`src/rtl/spi_xfer_ctrl.sv`:
```
// Per-transfer sequencer: CS setup, per-byte TX pop / SPI launch / RX push, CS hold, done pulse.
// Stalls on an empty TX FIFO or a full RX FIFO; abort is honoured at the next byte boundary.
module spi_xfer_ctrl #(
  parameter logic [3:0] CS_SETUP = 4'd2,
  parameter logic [3:0] CS_HOLD  = 4'd2
) (
  input  logic       clk,
  input  logic       rst_n,
  input  logic       cmd_valid,
  output logic       cmd_ready,
  input  logic [7:0] cmd_len,
  input  logic       cmd_rx_en,
  input  logic       cmd_hold_cs,
  input  logic       abort,
  input  logic       tx_nempty,
  input  logic [7:0] tx_data,
  output logic       tx_pop,
  input  logic       rx_full,
  output logic       rx_push,
  output logic [7:0] rx_data,
  output logic       spi_go,
  input  logic       spi_state,
  output logic [7:0] spi_din,
  input  logic [7:0] spi_dout,
  output logic       cs_assert,
  output logic       busy,
  output logic       done,
  output logic [8:0] bytes_done
);

  typedef enum logic [2:0] {
    IDLE  = 3'd0,
    SETUP = 3'd1,
    FETCH = 3'd2,
    START = 3'd3,
    WAIT  = 3'd4,
    STORE = 3'd5,
    HOLD  = 3'd6,
    DONE  = 3'd7
  } state_t;

  state_t     state_q, state_d;
  logic       init_q, init_d;
  logic [3:0] cnt_q, cnt_d;
  logic [7:0] len_q, len_d;
  logic       rx_en_q, rx_en_d;
  logic       hold_cs_q, hold_cs_d;
  logic       aborted_q, aborted_d;
  logic       cs_q, cs_d;
  logic       tx_pop_q, tx_pop_d;
  logic       spi_go_q, spi_go_d;
  logic [7:0] spi_din_q, spi_din_d;
  logic [7:0] rx_data_q, rx_data_d;
  logic [8:0] bytes_done_q, bytes_done_d;
  logic       done_q, done_d;
  logic       rx_push_c;

  logic setup_last;
  logic hold_last;
  logic last_byte;

  // A zero-length CS period still spends one cycle in its state.
  assign setup_last = ({1'b0, cnt_q} + 5'd1) >= {1'b0, CS_SETUP};
  assign hold_last  = ({1'b0, cnt_q} + 5'd1) >= {1'b0, CS_HOLD};
  assign last_byte  = bytes_done_q == ({1'b0, len_q} + 9'd1);

  always_comb begin
    state_d      = state_q;
    init_d       = 1'b1;
    cnt_d        = cnt_q;
    len_d        = len_q;
    rx_en_d      = rx_en_q;
    hold_cs_d    = hold_cs_q;
    aborted_d    = aborted_q;
    cs_d         = cs_q;
    tx_pop_d     = 1'b0;
    spi_go_d     = spi_go_q;
    spi_din_d    = spi_din_q;
    rx_data_d    = rx_data_q;
    bytes_done_d = bytes_done_q;
    done_d       = 1'b0;
    rx_push_c    = 1'b0;

    case (state_q)
      IDLE: begin
        if (cmd_valid && cmd_ready) begin
          len_d        = cmd_len;
          rx_en_d      = cmd_rx_en;
          hold_cs_d    = cmd_hold_cs;
          aborted_d    = 1'b0;
          bytes_done_d = 9'd0;
          cs_d         = 1'b1;
          cnt_d        = 4'd0;
          state_d      = SETUP;
        end
      end

      SETUP: begin
        if (abort) aborted_d = 1'b1;
        if (setup_last) begin
          cnt_d   = 4'd0;
          state_d = FETCH;
        end else begin
          cnt_d = cnt_q + 4'd1;
        end
      end

      FETCH: begin
        if (abort || aborted_q) begin
          aborted_d = 1'b1;
          cnt_d     = 4'd0;
          state_d   = HOLD;
        end else if (tx_nempty) begin
          tx_pop_d  = 1'b1;
          spi_din_d = tx_data;
          state_d   = START;
        end
      end

      START: begin
        if (abort) aborted_d = 1'b1;
        // Only trust spi_state once our request has been visible for a cycle.
        if (spi_go_q && spi_state) begin
          spi_go_d = 1'b0;
          state_d  = WAIT;
        end else begin
          spi_go_d = 1'b1;
        end
      end

      WAIT: begin
        if (abort) aborted_d = 1'b1;
        if (!spi_state) begin
          rx_data_d    = spi_dout;
          bytes_done_d = bytes_done_q + 9'd1;
          state_d      = STORE;
        end
      end

      STORE: begin
        if (abort) aborted_d = 1'b1;
        if (!rx_en_q || !rx_full) begin
          rx_push_c = rx_en_q;
          if (last_byte || abort || aborted_q) begin
            cnt_d   = 4'd0;
            state_d = HOLD;
          end else begin
            state_d = FETCH;
          end
        end
      end

      HOLD: begin
        if (hold_last) begin
          if (!hold_cs_q || aborted_q) cs_d = 1'b0;
          done_d  = 1'b1;
          cnt_d   = 4'd0;
          state_d = DONE;
        end else begin
          cnt_d = cnt_q + 4'd1;
        end
      end

      DONE: begin
        state_d = IDLE;
      end

      default: begin
        state_d = IDLE;
      end
    endcase
  end

  always_ff @(posedge clk or negedge rst_n) begin
    if (!rst_n) begin
      state_q      <= IDLE;
      init_q       <= 1'b0;
      cnt_q        <= 4'd0;
      len_q        <= 8'd0;
      rx_en_q      <= 1'b0;
      hold_cs_q    <= 1'b0;
      aborted_q    <= 1'b0;
      cs_q         <= 1'b0;
      tx_pop_q     <= 1'b0;
      spi_go_q     <= 1'b0;
      spi_din_q    <= 8'd0;
      rx_data_q    <= 8'd0;
      bytes_done_q <= 9'd0;
      done_q       <= 1'b0;
    end else begin
      state_q      <= state_d;
      init_q       <= init_d;
      cnt_q        <= cnt_d;
      len_q        <= len_d;
      rx_en_q      <= rx_en_d;
      hold_cs_q    <= hold_cs_d;
      aborted_q    <= aborted_d;
      cs_q         <= cs_d;
      tx_pop_q     <= tx_pop_d;
      spi_go_q     <= spi_go_d;
      spi_din_q    <= spi_din_d;
      rx_data_q    <= rx_data_d;
      bytes_done_q <= bytes_done_d;
      done_q       <= done_d;
    end
  end

  assign cmd_ready  = init_q && (state_q == IDLE);
  assign busy       = state_q != IDLE;
  assign tx_pop     = tx_pop_q;
  assign rx_push    = rx_push_c;
  assign rx_data    = rx_data_q;
  assign spi_go     = spi_go_q;
  assign spi_din    = spi_din_q;
  assign cs_assert  = cs_q;
  assign done       = done_q;
  assign bytes_done = bytes_done_q;

endmodule

```
`config.mk`:
```
export PLATFORM = sky130hd
export DESIGN_NAME = spi_xfer_ctrl
export DESIGN_NICKNAME = d
export VERILOG_FILES = /design/src/rtl/spi_xfer_ctrl.sv
export SDC_FILE = /design/constraint.sdc
export NUM_CORES = 1
export LEC_CHECK = 0
export BUFFER_PORTS_ARGS = -buffer_cell sky130_fd_sc_hd__buf_2
export CAP_MARGIN = 20
export CORE_AREA = 2 2 94 96
export DETAILED_ROUTE_END_ITERATION = 10
export DIE_AREA = 0 0 96 98
export GPL_TIMING_DRIVEN = 0
export PLACE_DENSITY_LB_ADDON = 0.12
export SETUP_SLACK_MARGIN = 0.5
export SKIP_LAST_GASP = 1
export SLEW_MARGIN = 10
export SYNTH_ARGS = -nofsm -noshare
export SYNTH_HDL_FRONTEND = slang
export SYNTH_SLANG_ARGS = --single-unit
```
`constraint.sdc`:
```
create_clock -name clk -period 3.2 [get_ports clk]
set_input_delay 0.16 -clock clk [delete_from_list [all_inputs] [get_ports clk]]
set_output_delay 0.16 -clock clk [all_outputs]
set_load 0.01 [all_outputs]
```
# After elaboration in Yosys (flattened, before gate mapping)
# Index checks and enable logic that the tools add are counted.
[totals] regBits=48 output_inout_bits=32
[classes] addsub=4 order_cmp=1 eq_ne=19 muxes=35 n_bitwise=2 n_reduce_logical=27
[ops] operator="3-bit two-way mux" n=9
[ops] operator="3-bit case mux with 8 select lines" n=1
[ops] operator="4-bit two-way mux" n=5
[ops] operator="9-bit two-way mux" n=2
[ops] operator="2-bit inequality test (second input constant)" n=9
[ops] operator="9-bit case mux with 2 select lines" n=1
[ops] operator="4-bit case mux with 4 select lines" n=1
[ops] operator="1-bit two-way mux" n=14
[ops] operator="3-bit == test (second input constant)" n=4
[ops] operator="8-bit by 1-bit adder with 9-bit output (second input constant)" n=1
[ops] operator="9-bit by 1-bit adder with 9-bit output (second input constant)" n=1
[ops] operator="9-bit == test" n=1
[ops] operator="4-bit AND reduction" n=2
[ops] operator="7-bit AND reduction" n=1
[ops] operator="3-bit by 2-bit == test with 1-bit output (second input constant)" n=2
[ops] operator="3-bit AND reduction" n=2
[ops] operator="3-bit nonzero test" n=2
[ops] operator="4-bit by 1-bit adder with 5-bit output (second input constant)" n=1
[ops] operator="5-bit by 2-bit greater-or-equal comparator with 1-bit output (second input constant)" n=1
[ops] operator="1-bit logical OR" n=5
[ops] operator="5-bit AND reduction" n=1
[ops] operator="4-bit by 1-bit adder with 4-bit output (second input constant)" n=1
[ops] operator="2-bit AND reduction" n=2
[ops] operator="2-bit nonzero test" n=2
[ops] operator="other kinds (12)" n=17

# Logic depth before layout (Yosys ltp)
[logic_depth] depth_word=7 ltp_mapped=9 mapped_depth_nobuf=8

# Worst setup path after synthesis
# Ideal clock, no wire load.
[synth_path] path_kind="register to register" from="register state_q[0]" to="register cnt_q[0]" arrival_time_ns=2.137 required_time_ns=3.075 setup_slack_ns=0.938 stages_incl_launch_ff=9 n_path_buf=1 period_less_slack_ns=2.262 path_cell_list="dfrtp_1 > inv_1 > ha_1 > buf_2 > or4b_2 > o31ai_1 > nor2_1 > a31oi_2 > mux2_4"
[synth_via] elab_chain_len=5 word_cells_on_any_way=15 classes_between="eq/ne: 8; mux: 1; reduce/logical: 6"
[synth_rtl] item="start, declared" line="42" rtl="state_t state_q, state_d;"
[synth_rtl] item="start signal, assigned" line="191" rtl="state_q <= state_d;"
[synth_rtl] item="3-bit logical NOT" line="84, 208"
[synth_rtl] item="1-bit logical AND" line="208" rtl="assign cmd_ready = init_q && (state_q == IDLE);"
[synth_rtl] item="1-bit logical AND" line="86" rtl="if (cmd_valid && cmd_ready) begin"
[synth_rtl] item="2-bit inequality test (no source line)"
[synth_rtl] item="5-bit AND reduction (no source line)"
[synth_rtl] item="end signal, assigned" line="193" rtl="cnt_q <= cnt_d;"
[synth_rtl] item="end, declared" line="44" rtl="logic [3:0] cnt_q, cnt_d;"
# Several ways; a longest one is shown, not always the timed one.
# A chain may end at the register's enable or synchronous reset.

# Final worst setup path
# Ends and elaborated chain as after synthesis.

==> impl_results.md <==
* Result of the run: completed
* Setup clock skew after layout at about 0.0066 ns
* Data required time at the worst endpoint at between 3 and 4 ns
* Post-layout util at between 30% and 40%
* Area of the core at ~0.0085 mm²
* Floorplan die height at between 90 and 100 µm
* Mapped cell area at 0.00248 mm²
* Average routed wire per standard cell at around 13 µm
* VDD IR max at between 400 and 500 µV
* Startpoint of the lowest-slack hold path: tx_data[0]
* Number of pins with negative max-slew slack in the final report at 0
* Worst Tran Pin Value at just over 0.6 ns
* Detailed-route vias per instance at roughly 4.8
* Area growth, synth to finish at 23.7%
* Tightest hold margin at between 0.04 and 0.05 ns
* Post-synthesis sequential area ratio at about half
* Primary FF master, synth: sky130_fd_sc_hd__dfrtp_1
* Global-route total usage across every layer at 13.8%
* DRC marker count from the first detailed-route iteration at 52
* Share of layout cells above drive strength 1 at 23.5%
* Sum of negative setup slack at 0 ns
* Post-Synthesis Cells at about 290
* Number of distinct standard cells referenced by the synthesized netlist at 45
* Number of antenna violations at the first check in global routing at 0
* Clock net sink count at 48
* Area share of the largest cell type after synthesis at about half
* Final #Nets at around 400
* Mean post-synth cell area at approximately 8.6 µm²
* HPWL after detailed placement at between 4 and 5 mm
* Multi-input gate area in the final layout at around 0.0012 mm²
* Number of buffers added by the clock tree synthesis step at 5
* PD cells at between 800 and 900 mW/mm²
* First-pass GRT wire length at about 10 mm
* PortBufs at between 60 and 70
* Type of the setup path with the least slack: reg2reg
* Final count of hold timing violations at 0
* Depth of the CTS H-tree at 2
* Count of endpoints failing setup in the final report at 0
* Via count at around 2200
* Floorplan die area at about 0.0094 mm²
* Number of synthesized flops with an enable pin at 0
* FILL cells at 902
* Post-route setup slack at 0.717 ns
* Clock Pin Slew Worst Setup and Hold Paths at roughly 0.090 ns
* Largest area contributor in the netlist: sky130_fd_sc_hd__dfrtp_1
* Minimum setup slack after placement at roughly 0.61 ns
* Post-layout min period at 2.48 ns
* Row count at 34
* Overall die width at ~96 µm
* Synth top area cells: sky130_fd_sc_hd__dfrtp_1 48%, sky130_fd_sc_hd__nand2_1 13%, sky130_fd_sc_hd__ha_1 4.0%
* Origin of the critical flop-to-flop path: state_q[0]
* Setup repair after global routing missed its margin: false
* Syn nets at around 330
* Weighted congestion reported at the end of routability-driven placement at 0.848
* Number of antenna cells inserted at 0
* Relative slew margins at 59.3%
* Maximum net fanout on the critical path at 10
* Starting density of the core at between 20% and 30%
* Static leakage at between 1.5 and 2 nW
* Total overflow reported by the global router at 0
* TritonCTS clock tree: done
* IO Count at 65
* Later-pin clock latency in the skew report at approximately 0.30 ns
* Clk buf depth at 2
* Number of max-cap violations at 0
* Data arrival, critical path at approximately 2.7 ns
* Total DRC errors in the routed layout at 0
* Clk root buf: sky130_fd_sc_hd__clkbuf_8
* Final wirelength at slightly above 6 mm
* Critical path capture point type: register
* Peak Freq at between 0.4 and 0.5 GHz
* ANT nets after route at 0
* Path category of the worst min-delay check: in2reg
* Vias in the first global route at between 2000 and 2500
* Final clock period utilization by the worst path at between 70 and 80%
* Post-layout power at around 2.6 mW
* Yosys reg bits at 48
* Kind of start point of the critical path: register
* Maximum number of pins on one net before global-route repair at 34
* Origin of the worst setup path: state_q[0]
* Synthesis Warnings at 0
* Number of optimization iterations in the first detailed-route pass at 4
* Setup Fix Bufs, Post-CTS at 0
* Synth async-reset ratio at between 90% and 100%
* Register area at about 0.0012 mm²
==> cell type report <==
cell class / instances / area share (%)
clock inverter: 1 / 0.245
multi-input combinational: 220 / 39.5
tap: 108 / 4.41
buffer: 9 / 1.22
inverter: 10 / 1.22
clock buffer: 7 / 2.82
sequential: 48 / 39.2
timing repair buffer: 66 / 11.4
==> per-stage QoR <==
step | instances | instance area (µm²)
final | 469 | 3070
after global routing | 469 | 3070
after CTS | 469 | 3060
after detailed placement | 460 | 2950
after global placement | 459 | 2930
after floorplan | 287 | 2480
==> placed cells by master, fill, tap and decap left out, types with 2 or more instances in the layout <==
cell                       instances
sky130_fd_sc_hd__nand2b_1          2
sky130_fd_sc_hd__clkbuf_1          7
sky130_fd_sc_hd__a21o_1            2
sky130_fd_sc_hd__nand3_1          14
sky130_fd_sc_hd__nor3_1            5
sky130_fd_sc_hd__inv_1             9
sky130_fd_sc_hd__or2_2             2
sky130_fd_sc_hd__nor3b_1           2
sky130_fd_sc_hd__nand2_1          89
sky130_fd_sc_hd__nand4_1           3
sky130_fd_sc_hd__nor2b_1           2
sky130_fd_sc_hd__nor2_1           18
sky130_fd_sc_hd__a21oi_1          10
sky130_fd_sc_hd__and3_1            4
sky130_fd_sc_hd__buf_2            67
sky130_fd_sc_hd__and2_1            6
sky130_fd_sc_hd__clkbuf_8          6
sky130_fd_sc_hd__xor2_1            6
sky130_fd_sc_hd__ha_1              8
sky130_fd_sc_hd__o31ai_1           2
sky130_fd_sc_hd__xnor2_1           3
sky130_fd_sc_hd__dfrtp_1          48
sky130_fd_sc_hd__a211oi_1          2
sky130_fd_sc_hd__o21ai_0          12
sky130_fd_sc_hd__a31oi_1           4
sky130_fd_sc_hd__or3_1             3
==> flip-flops by register name, summed over array words and instances (netlist names) <==
signal,flops
aborted_q,1
spi_go,1
rx_en_q,1
init_q,1
state_q,3
cnt_q,4
cs_assert,1
rx_data,8
len_q,8
spi_din,8
tx_pop,1
hold_cs_q,1
done,1
bytes_done,9
==> worst paths after layout <==
path	to	slack [ns]	depth (start not counted)
worst max-delay path	cnt_q[0]	0.72	8
worst min-delay path	spi_din[0]	0.04	3
worst max register to register	cnt_q[0]	0.72	8
worst min register to register	spi_din[5]	0.48	2
max in group asynchronous	state_q[0]	2.38	3
min in group asynchronous	rx_data[2]	0.31	2
==> power by group <==
group	total [mW]	internal, mW	leakage, nW	switching [mW]
registers	1.02	0.824	0.618	0.193
clock network	0.391	0.176	0.0445	0.214
logic	1.15	0.501	0.912	0.645
==> kinds of logic after synthesis <==
logic type,share of synthesized area (%)
AOI/OAI and AO/OA,10.9
muxes,1.46
adders and majority gates,4.04
DFF,48.5
other,0.151
and+or+nand+nor,28.7
xor gates and xnor gates,3.18
buffers and inverters,3.03
==> cells in the mapped netlist (2+ instances only) <==
| cell type | n |
|---|---|
| sky130_fd_sc_hd__nor2b_1 | 3 |
| sky130_fd_sc_hd__nor3b_1 | 2 |
| sky130_fd_sc_hd__a31oi_1 | 4 |
| sky130_fd_sc_hd__a211oi_1 | 2 |
| sky130_fd_sc_hd__o21ai_0 | 12 |
| sky130_fd_sc_hd__and3_1 | 4 |
| sky130_fd_sc_hd__buf_2 | 3 |
| sky130_fd_sc_hd__nand2_1 | 89 |
| sky130_fd_sc_hd__nand2b_1 | 2 |
| sky130_fd_sc_hd__nand4_1 | 3 |
| sky130_fd_sc_hd__xnor2_1 | 3 |
| sky130_fd_sc_hd__and2_1 | 6 |
| sky130_fd_sc_hd__xor2_1 | 6 |
| sky130_fd_sc_hd__nor2_1 | 18 |
| sky130_fd_sc_hd__clkbuf_1 | 6 |
| sky130_fd_sc_hd__o31ai_1 | 2 |
| sky130_fd_sc_hd__nor3_1 | 5 |
| sky130_fd_sc_hd__nand3_1 | 14 |
| sky130_fd_sc_hd__ha_1 | 8 |
| sky130_fd_sc_hd__a21o_1 | 2 |
| sky130_fd_sc_hd__inv_1 | 9 |
| sky130_fd_sc_hd__or3_1 | 3 |
| sky130_fd_sc_hd__nor4_1 | 2 |
| sky130_fd_sc_hd__dfrtp_1 | 48 |
| sky130_fd_sc_hd__a21oi_1 | 10 |
| sky130_fd_sc_hd__or2_2 | 2 |
==> timing repair <==
item / CTS / global route
setup endpoints to repair: 0 / 13
endpoints found under the hold margin: 15 / 0
hold buffers: 1 / 0
resized for setup: 0 / 2
==> worst max-delay path, stage by stage, from the launching register on <==
cell and delay (ns):
sky130_fd_sc_hd__dfrtp_1 0.43, sky130_fd_sc_hd__inv_1 0.11, sky130_fd_sc_hd__ha_1 0.14, sky130_fd_sc_hd__buf_2 0.20, sky130_fd_sc_hd__or4b_2 0.65, sky130_fd_sc_hd__o31ai_1 0.12, sky130_fd_sc_hd__nor2_1 0.10, sky130_fd_sc_hd__a31oi_2 0.29
sky130_fd_sc_hd__mux2_4 0.32
==> metal layers <==
metal / part of all wire [%] / track usage, % / vias to the layer above
met1: 46 / 19.0 / 1066
li1: - / - / 1108
met2: 48 / 22.0 / 51
met5: 0 / 0 / -
met4: 1.1 / 3.74 / 0
met3: 4.5 / 2.47 / 6
Note: power is estimated with default switching activity, not from simulation.
